**src/rtl/div16x8_seq.sv**
```systemverilog
// rtl/div16x8_seq.sv - sequential restoring divider, 16b / 8b, one quotient bit per clock
// FSM IDLE/LOAD/CALC/DONE/ERR with start edge detect and active-low 7-segment state display.
module div16x8_seq #(
  parameter int DW_N = 16,
  parameter int DW_D = 8
) (
  input  logic            clk,
  input  logic            reset_a,
  input  logic [DW_N-1:0] dataa,
  input  logic [DW_D-1:0] datab,
  input  logic            start,
  output logic [DW_N-1:0] quotient_out,
  output logic [DW_D-1:0] remainder_out,
  output logic            done_flag,
  output logic            busy,
  output logic            div_by_zero,
  output logic [2:0]      state_out,
  output logic            seg_a,
  output logic            seg_b,
  output logic            seg_c,
  output logic            seg_d,
  output logic            seg_e,
  output logic            seg_f,
  output logic            seg_g
);

  localparam int CNT_W = $clog2(DW_N);
  localparam logic [CNT_W-1:0] LAST_CNT = CNT_W'(DW_N - 1);

  typedef enum logic [2:0] {
    S_IDLE = 3'd0,
    S_LOAD = 3'd1,
    S_CALC = 3'd2,
    S_DONE = 3'd3,
    S_ERR  = 3'd4
  } state_t;

  state_t            state_q, state_d;
  logic              start_d_q;
  logic [DW_N-1:0]   q_reg_q, q_reg_d;
  logic [DW_D-1:0]   d_reg_q, d_reg_d;
  logic [DW_D-1:0]   rem_q, rem_d;
  logic [CNT_W-1:0]  count_q, count_d;
  logic [DW_N-1:0]   quot_out_q, quot_out_d;
  logic [DW_D-1:0]   rem_out_q, rem_out_d;

  logic              start_rise;
  logic [DW_D:0]     shifted;
  logic [DW_D:0]     trial;
  logic              qbit;
  logic [6:0]        seg;

  assign start_rise = start & ~start_d_q;

  // Partial remainder is always below the divisor, so the shifted value fits DW_D+1 bits
  // and bit DW_D of the trial difference is the borrow.
  assign shifted = {rem_q, q_reg_q[DW_N-1]};
  assign trial   = shifted - {1'b0, d_reg_q};
  assign qbit    = ~trial[DW_D];

  always_ff @(posedge clk or posedge reset_a) begin
    if (reset_a) begin
      state_q    <= S_IDLE;
      start_d_q  <= 1'b0;
      q_reg_q    <= '0;
      d_reg_q    <= '0;
      rem_q      <= '0;
      count_q    <= '0;
      quot_out_q <= '0;
      rem_out_q  <= '0;
    end else begin
      state_q    <= state_d;
      start_d_q  <= start;
      q_reg_q    <= q_reg_d;
      d_reg_q    <= d_reg_d;
      rem_q      <= rem_d;
      count_q    <= count_d;
      quot_out_q <= quot_out_d;
      rem_out_q  <= rem_out_d;
    end
  end

  always_comb begin
    state_d    = state_q;
    q_reg_d    = q_reg_q;
    d_reg_d    = d_reg_q;
    rem_d      = rem_q;
    count_d    = count_q;
    quot_out_d = quot_out_q;
    rem_out_d  = rem_out_q;
    case (state_q)
      S_IDLE, S_DONE, S_ERR: begin
        if (start_rise) state_d = S_LOAD;
      end
      S_LOAD: begin
        q_reg_d = dataa;
        d_reg_d = datab;
        rem_d   = '0;
        count_d = '0;
        if (datab == '0) begin
          state_d    = S_ERR;
          quot_out_d = '1;
          rem_out_d  = '0;
        end else begin
          state_d = S_CALC;
        end
      end
      S_CALC: begin
        rem_d   = qbit ? trial[DW_D-1:0] : shifted[DW_D-1:0];
        q_reg_d = {q_reg_q[DW_N-2:0], qbit};
        count_d = count_q + 1'b1;
        // Results are captured from the next-state values so the final bit is included.
        if (count_q == LAST_CNT) begin
          state_d    = S_DONE;
          quot_out_d = q_reg_d;
          rem_out_d  = rem_d;
        end
      end
      default: state_d = S_IDLE;
    endcase
  end

  always_comb begin
    seg = 7'b1111111;
    case (state_q)
      S_IDLE: seg = 7'b0000001;
      S_LOAD: seg = 7'b1001111;
      S_CALC: seg = 7'b0010010;
      S_DONE: seg = 7'b0000110;
      S_ERR:  seg = 7'b1001100;
      default: seg = 7'b1111111;
    endcase
  end

  assign {seg_a, seg_b, seg_c, seg_d, seg_e, seg_f, seg_g} = seg;

  assign quotient_out  = quot_out_q;
  assign remainder_out = rem_out_q;
  assign state_out     = state_q;
  assign done_flag     = (state_q == S_DONE) || (state_q == S_ERR);
  assign busy          = (state_q == S_LOAD) || (state_q == S_CALC);
  assign div_by_zero   = (state_q == S_ERR);

endmodule

```
**config.mk**
```make
export PLATFORM = sky130hd
export DESIGN_NAME = div16x8_seq
export DESIGN_NICKNAME = d
export VERILOG_FILES = /design/src/rtl/div16x8_seq.sv
export SDC_FILE = /design/constraint.sdc
export NUM_CORES = 1
export LEC_CHECK = 0
export BUFFER_PORTS_ARGS = -buffer_cell sky130_fd_sc_hd__buf_2
export CAP_MARGIN = 25
export CORE_MARGIN = 2
export CORE_UTILIZATION = 49
export DETAILED_ROUTE_END_ITERATION = 10
export GPL_TIMING_DRIVEN = 0
export PLACE_DENSITY_LB_ADDON = 0.1
export SLEW_MARGIN = 20
export SYNTH_ARGS = -nofsm -noshare
export SYNTH_HDL_FRONTEND = slang
export SYNTH_SLANG_ARGS = --single-unit
```
**constraint.sdc**
```tcl
create_clock -name clk -period 2.6 [get_ports clk]
set_input_delay 0.26 -clock clk [delete_from_list [all_inputs] [get_ports clk]]
set_output_delay 0.26 -clock clk [all_outputs]
set_load 0.02 [all_outputs]
```
==> results of run 1 <==
-- path summary, 6_finish.rpt --
check                                                to  slack [ns]  depth (start not counted)
max                                rem_q[1]$_DFFE_PP0P_       0.003                         10
min                                 start_d_q$_DFF_PP0_        0.04                          1
max reg2reg                        rem_q[1]$_DFFE_PP0P_       0.003                         10
min reg2reg                remainder_out[4]$_DFFE_PP0P_        0.48                          2
max in group asynchronous      state_out[0]$_DFFE_PP0P_        1.64                          4
min in group asynchronous   quotient_out[3]$_DFFE_PP0P_        0.44                          3
-- worst max-delay path, delay by kind of cell (launching register included) --
| family | cells | cell delay, ns |
|---|---|---|
| buffers and inverters | 3 | 0.35 |
| adders and majority gates | 2 | 0.56 |
| AOI/OAI and AO/OA | 4 | 0.92 |
| DFF | 1 | 0.38 |
| muxes | 1 | 0.26 |
-- per-layer routing --
layer,track usage,vias up,routed length [um]
met1,0.299,1281,3350
met3,0.0610,9,304
li1,-,1356,-
met4,0.0635,0,81
met5,0,-,0
met2,0.361,52,3700
-- layout make-up --
type	count	area [um^2]
fillers	556	2330
flip-flops and latches	64	1600
multi-input cells	248	1530
repair buffers	73	420
clock buffers	11	131
well taps	77	96.3
plain buffers	18	83.8
inverters	16	62.6
clock inverters	5	56.3
-- power groups by stage --
stage | clock network (mW) | logic, mW | registers [mW]
floorplan | 0 | 2.18 | 1.63
global placement | 0 | 2.87 | 1.58
detailed placement | 0 | 2.93 | 1.58
CTS | 0.853 | 3.10 | 1.57
global route | 0.893 | 4.08 | 1.63
finish | 0.835 | 3.70 | 1.59
-- cells in the final DEF (no fill, tap or decap), types with 4 or more instances in the layout --
master and count:
dfrtp_1 64, o21ai_0 18, buf_2 67, mux2i_4 6
inv_1 13, o21ai_1 11, xor2_1 4, a21oi_1 23
o211ai_1 4, nand3_1 4, nor2_1 43, buf_6 5
buf_4 5, a31oi_1 16, clkbuf_8 9, clkbuf_1 13
nand2b_1 5, ha_1 8, nand2_1 63
-- state kept, by name, indices dropped and copies added (netlist names) --
signal / flops
q_reg_q: 16
quotient_out: 16
remainder_out: 8
d_reg_q: 8
rem_q: 8
start_d_q: 1
count_q: 4
state_out: 3
-- stage by stage --
step | util | worst slack, ns | power [mW] | hold slack (ns) | area (um^2)
floorplan | - | 0.118 | 3.81 | 0.291 | 3180
global placement | 0.569 | -0.185 | 4.44 | 0.387 | 3590
detailed placement | 0.573 | -0.194 | 4.51 | 0.269 | 3620
CTS | 0.610 | 0.0372 | 5.53 | 0.0279 | 3850
global route | 0.631 | -0.0785 | 6.60 | 0.0335 | 3980
finish | 0.631 | 0.00327 | 6.13 | 0.0389 | 3980
-- logic make-up after synthesis --
logic type,after synthesis,share of synthesized area
flip-flops,64,0.503
adder cells (fa/ha/maj),10,0.0417
AO/OA/AOI/OAI,92,0.190
AND/OR/NAND/NOR,133,0.179
multiplexers,9,0.0303
XOR/XNOR,4,0.0110
buffers and inverters,34,0.0452
-- timing repair --
| action | CTS | global route |
|---|---|---|
| endpoints found under the setup margin | 17 | 12 |
| pin swaps | 2 | 7 |
| hold endpoints to repair | 26 | 0 |
| gates resized for setup | 4 | 24 |
| setup buffers | 3 | 5 |
| hold buffers | 1 | 0 |
==> run summary, run 1 <==
Sw Ratio: 0.434
cell mode on critical path: inv_2
Sw Pwr: 2.66 mW
CP cell instances: inv_2 -> ha_4 -> inv_2 -> fa_2 -> a211oi_4 -> o211ai_2 -> a221oi_4 -> buf_6 -> mux2i_4 -> o21ai_1
RePlAce Congestion: 0.880
Synth cell types: 45
Cells after DPL: 487
Worst setup startpoint: q_reg_q[15]$_DFFE_PP0P_
CTS tree: done
hold wc startpoint: start
Die Width: 84.6 um
Pwr Density: 1540 mW/mm^2
Initial Util: 0.504
Async S/R FF share, synth: 1.00
Syn. warnings: 0
Post-synth EDFFs: 0
routed wire length: 7440 um
post-layout minimum cycle time: 2.60 ns
Min-Delay Path Class: in2reg
maximum clock frequency: 385 MHz
Max Clock Skew: 0.0111 ns
max incr delay on CP: 0.42 ns
Rel. slew slack: 0.626
crit path kind: reg2reg
Total GRT Usage: 0.224
Critical Path Fanout Max: 6
slowest stage cell, crit path: fa_2
layout cells sized above 1: 0.269
Worst Setup End Kind: flip-flop
area leader, netlist: dfrtp_1
largest net degree at the start of global routing: 39
total gr overflow: 0
LEAKAGE: 1.93 nW
io pins: 64
First DRT Iteration DRCs: 157
Slew Viols, Final: 0
antenna violations before repair: 0
Clock Latency Late Sink: 0.35 ns
via count: 2698
Post-synth top cells: dfrtp_1 (64), nand2_1 (63), nor2_1 (44)
Seq cells post-synth: 64
share of the synthesized area in the top cell type: 0.503
sequential fraction of the synthesis area: 0.503
sequential power share: 0.260
WP data required: 2.81 ns
Worst Max-Slew Pin Slew: 0.561 ns
Vias/cell: 5.27
DRC Markers: 0
startpoint types: flip-flop
Period Utilization, post-route: 0.999
Ant. Diodes: 0
Peak VDD IR: 1.03 mV
antenna-violating nets left: 0
syn nets: 383
Clock Tree Root: clkbuf_8
clk sinks: 64
Syn Area/Cell: 9.20 um^2
r2r startpoint: q_reg_q[15]$_DFFE_PP0P_
vias in the first global route: 2760
cells after synthesis: 346
worst endpoint data arrival time: 2.81 ns
RSZ-0062 raised after global routing: true
Max Cap Viol: 0
die area: 0.00716 mm^2
Logic pwr share: 0.604
count leader, synth: dfrtp_1
Syn-to-layout area delta: 25.1%
TNS Setup: 0 ns
Nets: 467
Vert. Die Dim: 84.6 um
Finished Layout Cells: 512
DP HPWL: 5270 um
Final Hold Fails: 0
Synth area leaders: dfrtp_1 (50%), nand2_1 (7.4%), nor2_1 (5.2%)
CTS H-tree lvls: 3
commonest register cell after synthesis: dfrtp_1
status: complete, no violations
first-pass GRT wire length: 12800 um
Int Pwr: 3.47 mW
Rows: 29
Clock Power Share: 0.136
final setup violating endpoints: 0
clk buf depth: 2
Mapped Area: 0.00318 mm^2
DR pass1 iterations: 4
Buffers on Ports: 63
drt wl/cell: 14.5 um
CORE AREA: 0.00631 mm^2
Worst-path clk slew: 0.07 ns
CTS buffer count: 9
No activity file was read; power rests on OpenSTA's default activity.
==> inputs of run 2 (changes only) <==
- ABC_AREA: not set -> 1
- CORE_UTILIZATION: 49 -> 50
==> run 2 against run 1 <==
Count of clock-buffer cells in the layout down 2. Sequential share of layout area up 0.14 points. Synthesized area up 4.7%. Clock power down 2%. Clock skew down 0.0018 ns. Sequential cell count unchanged. Critical path depth down 5. Global-route usage down 0.57 points. Setup slack better by 0.39 ns.
==> run summary, run 2 <==
via count: 2816 (+4.4%)
WP buf/inv: 3 (unchanged)
drt wl/cell: 12.9 um (-11%)
Worst Setup End Kind: output pin
worst endpoint data arrival time: 1.95 ns (-0.86 ns)
min setup slack post-route: 0.390 ns (+0.387 ns)
CTS H-tree lvls: 3 (unchanged)
Synth cell types: 35 (-22%)
RSZ-0062 raised after global routing: false
post-layout minimum cycle time: 2.21 ns (-0.387 ns)
Buffers on Ports: 63 (unchanged)
WP data required: 2.34 ns (-0.47 ns)
Top Family by Delay on Critical Path: buffers and inverters
Syn Area/Cell: 8.19 um^2 (-11%)
sequential fraction of the synthesis area: 0.481 (-0.0225)
DR pass1 iterations: 4 (unchanged)
vias in the first global route: 2743 (-0.62%)
CTS tree: done
Post-synth EDFFs: 0 (unchanged)
First DRT Iteration DRCs: 120 (-24%)
multi-input logic area: 0.00142 mm^2 (-7.0%)
slowest stage cell, crit path: dfrtp_1
Initial Util: 0.522 (+0.0176)
count leader, synth: nand2_1
Reg area: 0.00160 mm^2 (unchanged)
first-pass GRT wire length: 12600 um (-1.6%)
LEAKAGE: 2.16 nW (+12%)
Async S/R FF share, synth: 1.00 (unchanged)
Max Cap Viol: 0 (unchanged)
die area: 0.00733 mm^2 (+2.5%)
Critical Path Fanout Max: 10 (+4)
Peak VDD IR: 0.808 mV (-22%)
RePlAce Congestion: 0.810 (-7.9%)
DP Worst Slack: 0.467 ns (+0.661 ns)
Worst-path clk slew: 0.07 ns (about the same)
Die Width: 85.6 um (+1.2%)
clk sinks: 64 (unchanged)
Syn. warnings: 0 (unchanged)
Clock Tree Root: clkbuf_8
Slew Viols, Final: 0 (unchanged)
layout cells sized above 1: 0.253 (-0.0164)
clk buf depth: 2 (unchanged)
most frequent cells in the layout: nand2_1 (118), buf_2 (66), dfrtp_1 (64), inv_1 (48), nor2_1 (28)
Worst Max-Slew Pin Slew: 0.529 ns (-0.0323 ns)
Total GRT Usage: 0.218 (-0.00573)
cells after synthesis: 407 (+18%)
Pwr Density: 1540 mW/mm^2 (+0.26%)
share of the synthesized area in the top cell type: 0.481 (-0.0225)
Syn-to-layout area delta: 19.1%
Rel. slew slack: 0.647 (+0.0216)
CP cell instances: inv_2 -> nand3_2 -> nand2_2 -> clkbuf_1 -> buf_2
Period Utilization, post-route: 0.850 (-0.149)
DP HPWL: 5480 um (+4.0%)
DRC Markers: 0 (unchanged)
status: complete, no violations
antenna violations before repair: 0 (unchanged)
largest net degree at the start of global routing: 47 (+21%)
CORE AREA: 0.00639 mm^2 (+1.1%)
Min-Delay Path Class: in2reg
TNS Setup: 0 ns (unchanged)
commonest register cell after synthesis: dfrtp_1
crit path kind: reg2out
commonest non-fill, non-tap cell in the layout: nand2_1
startpoint types: flip-flop
Mapped Area: 0.00333 mm^2 (+4.7%)
io pins: 64 (unchanged)
Vert. Die Dim: 85.6 um (+1.2%)
area leader, netlist: dfrtp_1
CTS buffer count: 9 (unchanged)
maximum clock frequency: 453 MHz (+18%)
# Post-CTS Setup Buffers: 0 (-3)
total gr overflow: 0 (unchanged)
Clock Latency Late Sink: 0.35 ns (about the same)
Seq cells post-synth: 64 (unchanged)
Vias/cell: 4.99 (-5.2%)
Ant. Diodes: 0 (unchanged)
Rows: 29 (unchanged)
Synth area leaders: dfrtp_1 (48%), nand2_1 (13%), inv_1 (5.5%)
FILL cells: 576 (+3.6%)
Post-synth top cells: nand2_1 (118), dfrtp_1 (64), inv_1 (49)
Final Hold Fails: 0 (unchanged)
routed wire length: 7290 um (-1.9%)
max incr delay on CP: 0.43 ns (about the same)
Max Clock Skew: 0.00923 ns (-0.00182 ns)
antenna-violating nets left: 0 (unchanged)
final setup violating endpoints: 0 (unchanged)
syn nets: 444 (+16%)
Nets: 520 (+11%)
## run 2: cell count changes after synthesis, moves of 5 or more
cell      before  now
nor2_1        44   28
nand2_1       63  118
clkbuf_1      11    6
o21ai_1        7    1
nand2b_1       5    0
mux2i_1        7    0
nand2_2        0   11
inv_1         16   49
o22ai_1        0   14
o21ai_2        0   14
o21ai_0       22   15
a31oi_1       16    1
nand3_1        4   18
## run 2: final cells by class
type	instances	area share
sequential	64	0.404
multi-input combinational	273	0.358
clock inverter	6	0.0154
buffer	15	0.0236
clock buffer	9	0.0312
tap	77	0.0243
inverter	55	0.0545
timing repair buffer	65	0.0889
## run 2: cells by family after synthesis
family	synth area share
simple gates	0.246
compound gates	0.131
buf+inv	0.0924
fa+ha+maj	0.0398
flops	0.481
xor+xnor	0.0105
## run 2: repair_timing
action	4_1_cts	5_1_grt
hold buffers	1	0
resized for setup	0	0
endpoints found under the hold margin	18	0
## run 2: metal layers
layer,share of wire,vias up,GRT usage
met4,0.016,0,0.0895
met1,0.48,1289,0.302
li1,-,1449,-
met5,0,-,0
met3,0.050,11,0.0452
met2,0.46,67,0.337
## run 2: where the power goes
part	internal, mW	switching (mW)	total (mW)
logic	1.27	2.30	3.57
registers	1.46	0.277	1.74
clock network	0.433	0.388	0.822
total	3.16	2.97	6.13
## run 2: path summary, 6_finish.rpt
check	cells after the start	endpoint	slack (ns)	startpoint
min	1	start_d_q$_DFF_PP0_	0.03	start
max in group asynchronous	4	q_reg_q[14]$_DFFE_PP0P_	1.68	reset_a
min in group asynchronous	3	start_d_q$_DFF_PP0_	0.42	reset_a
max	5	busy	0.39	state_out[2]$_DFFE_PP0P_
min reg2reg	2	remainder_out[7]$_DFFE_PP0P_	0.47	remainder_out[7]$_DFFE_PP0P_
max reg2reg	14	rem_q[7]$_DFFE_PP0P_	0.43	q_reg_q[15]$_DFFE_PP0P_
## run 2: through the flow
| step | hold WS [ns] | power, mW | util | cells | cell area (um^2) |
|---|---|---|---|---|---|
| finish | 0.0335 | 6.13 | 0.621 | 564 | 3970 |
| global route | 0.0226 | 6.71 | 0.621 | 564 | 3970 |
| detailed placement | 0.230 | 5.34 | 0.591 | 548 | 3770 |
| CTS | 0.0236 | 6.18 | 0.621 | 564 | 3970 |
| global placement | 0.383 | 5.25 | 0.586 | 547 | 3740 |
| floorplan | 0.291 | 4.44 | - | 407 | 3330 |
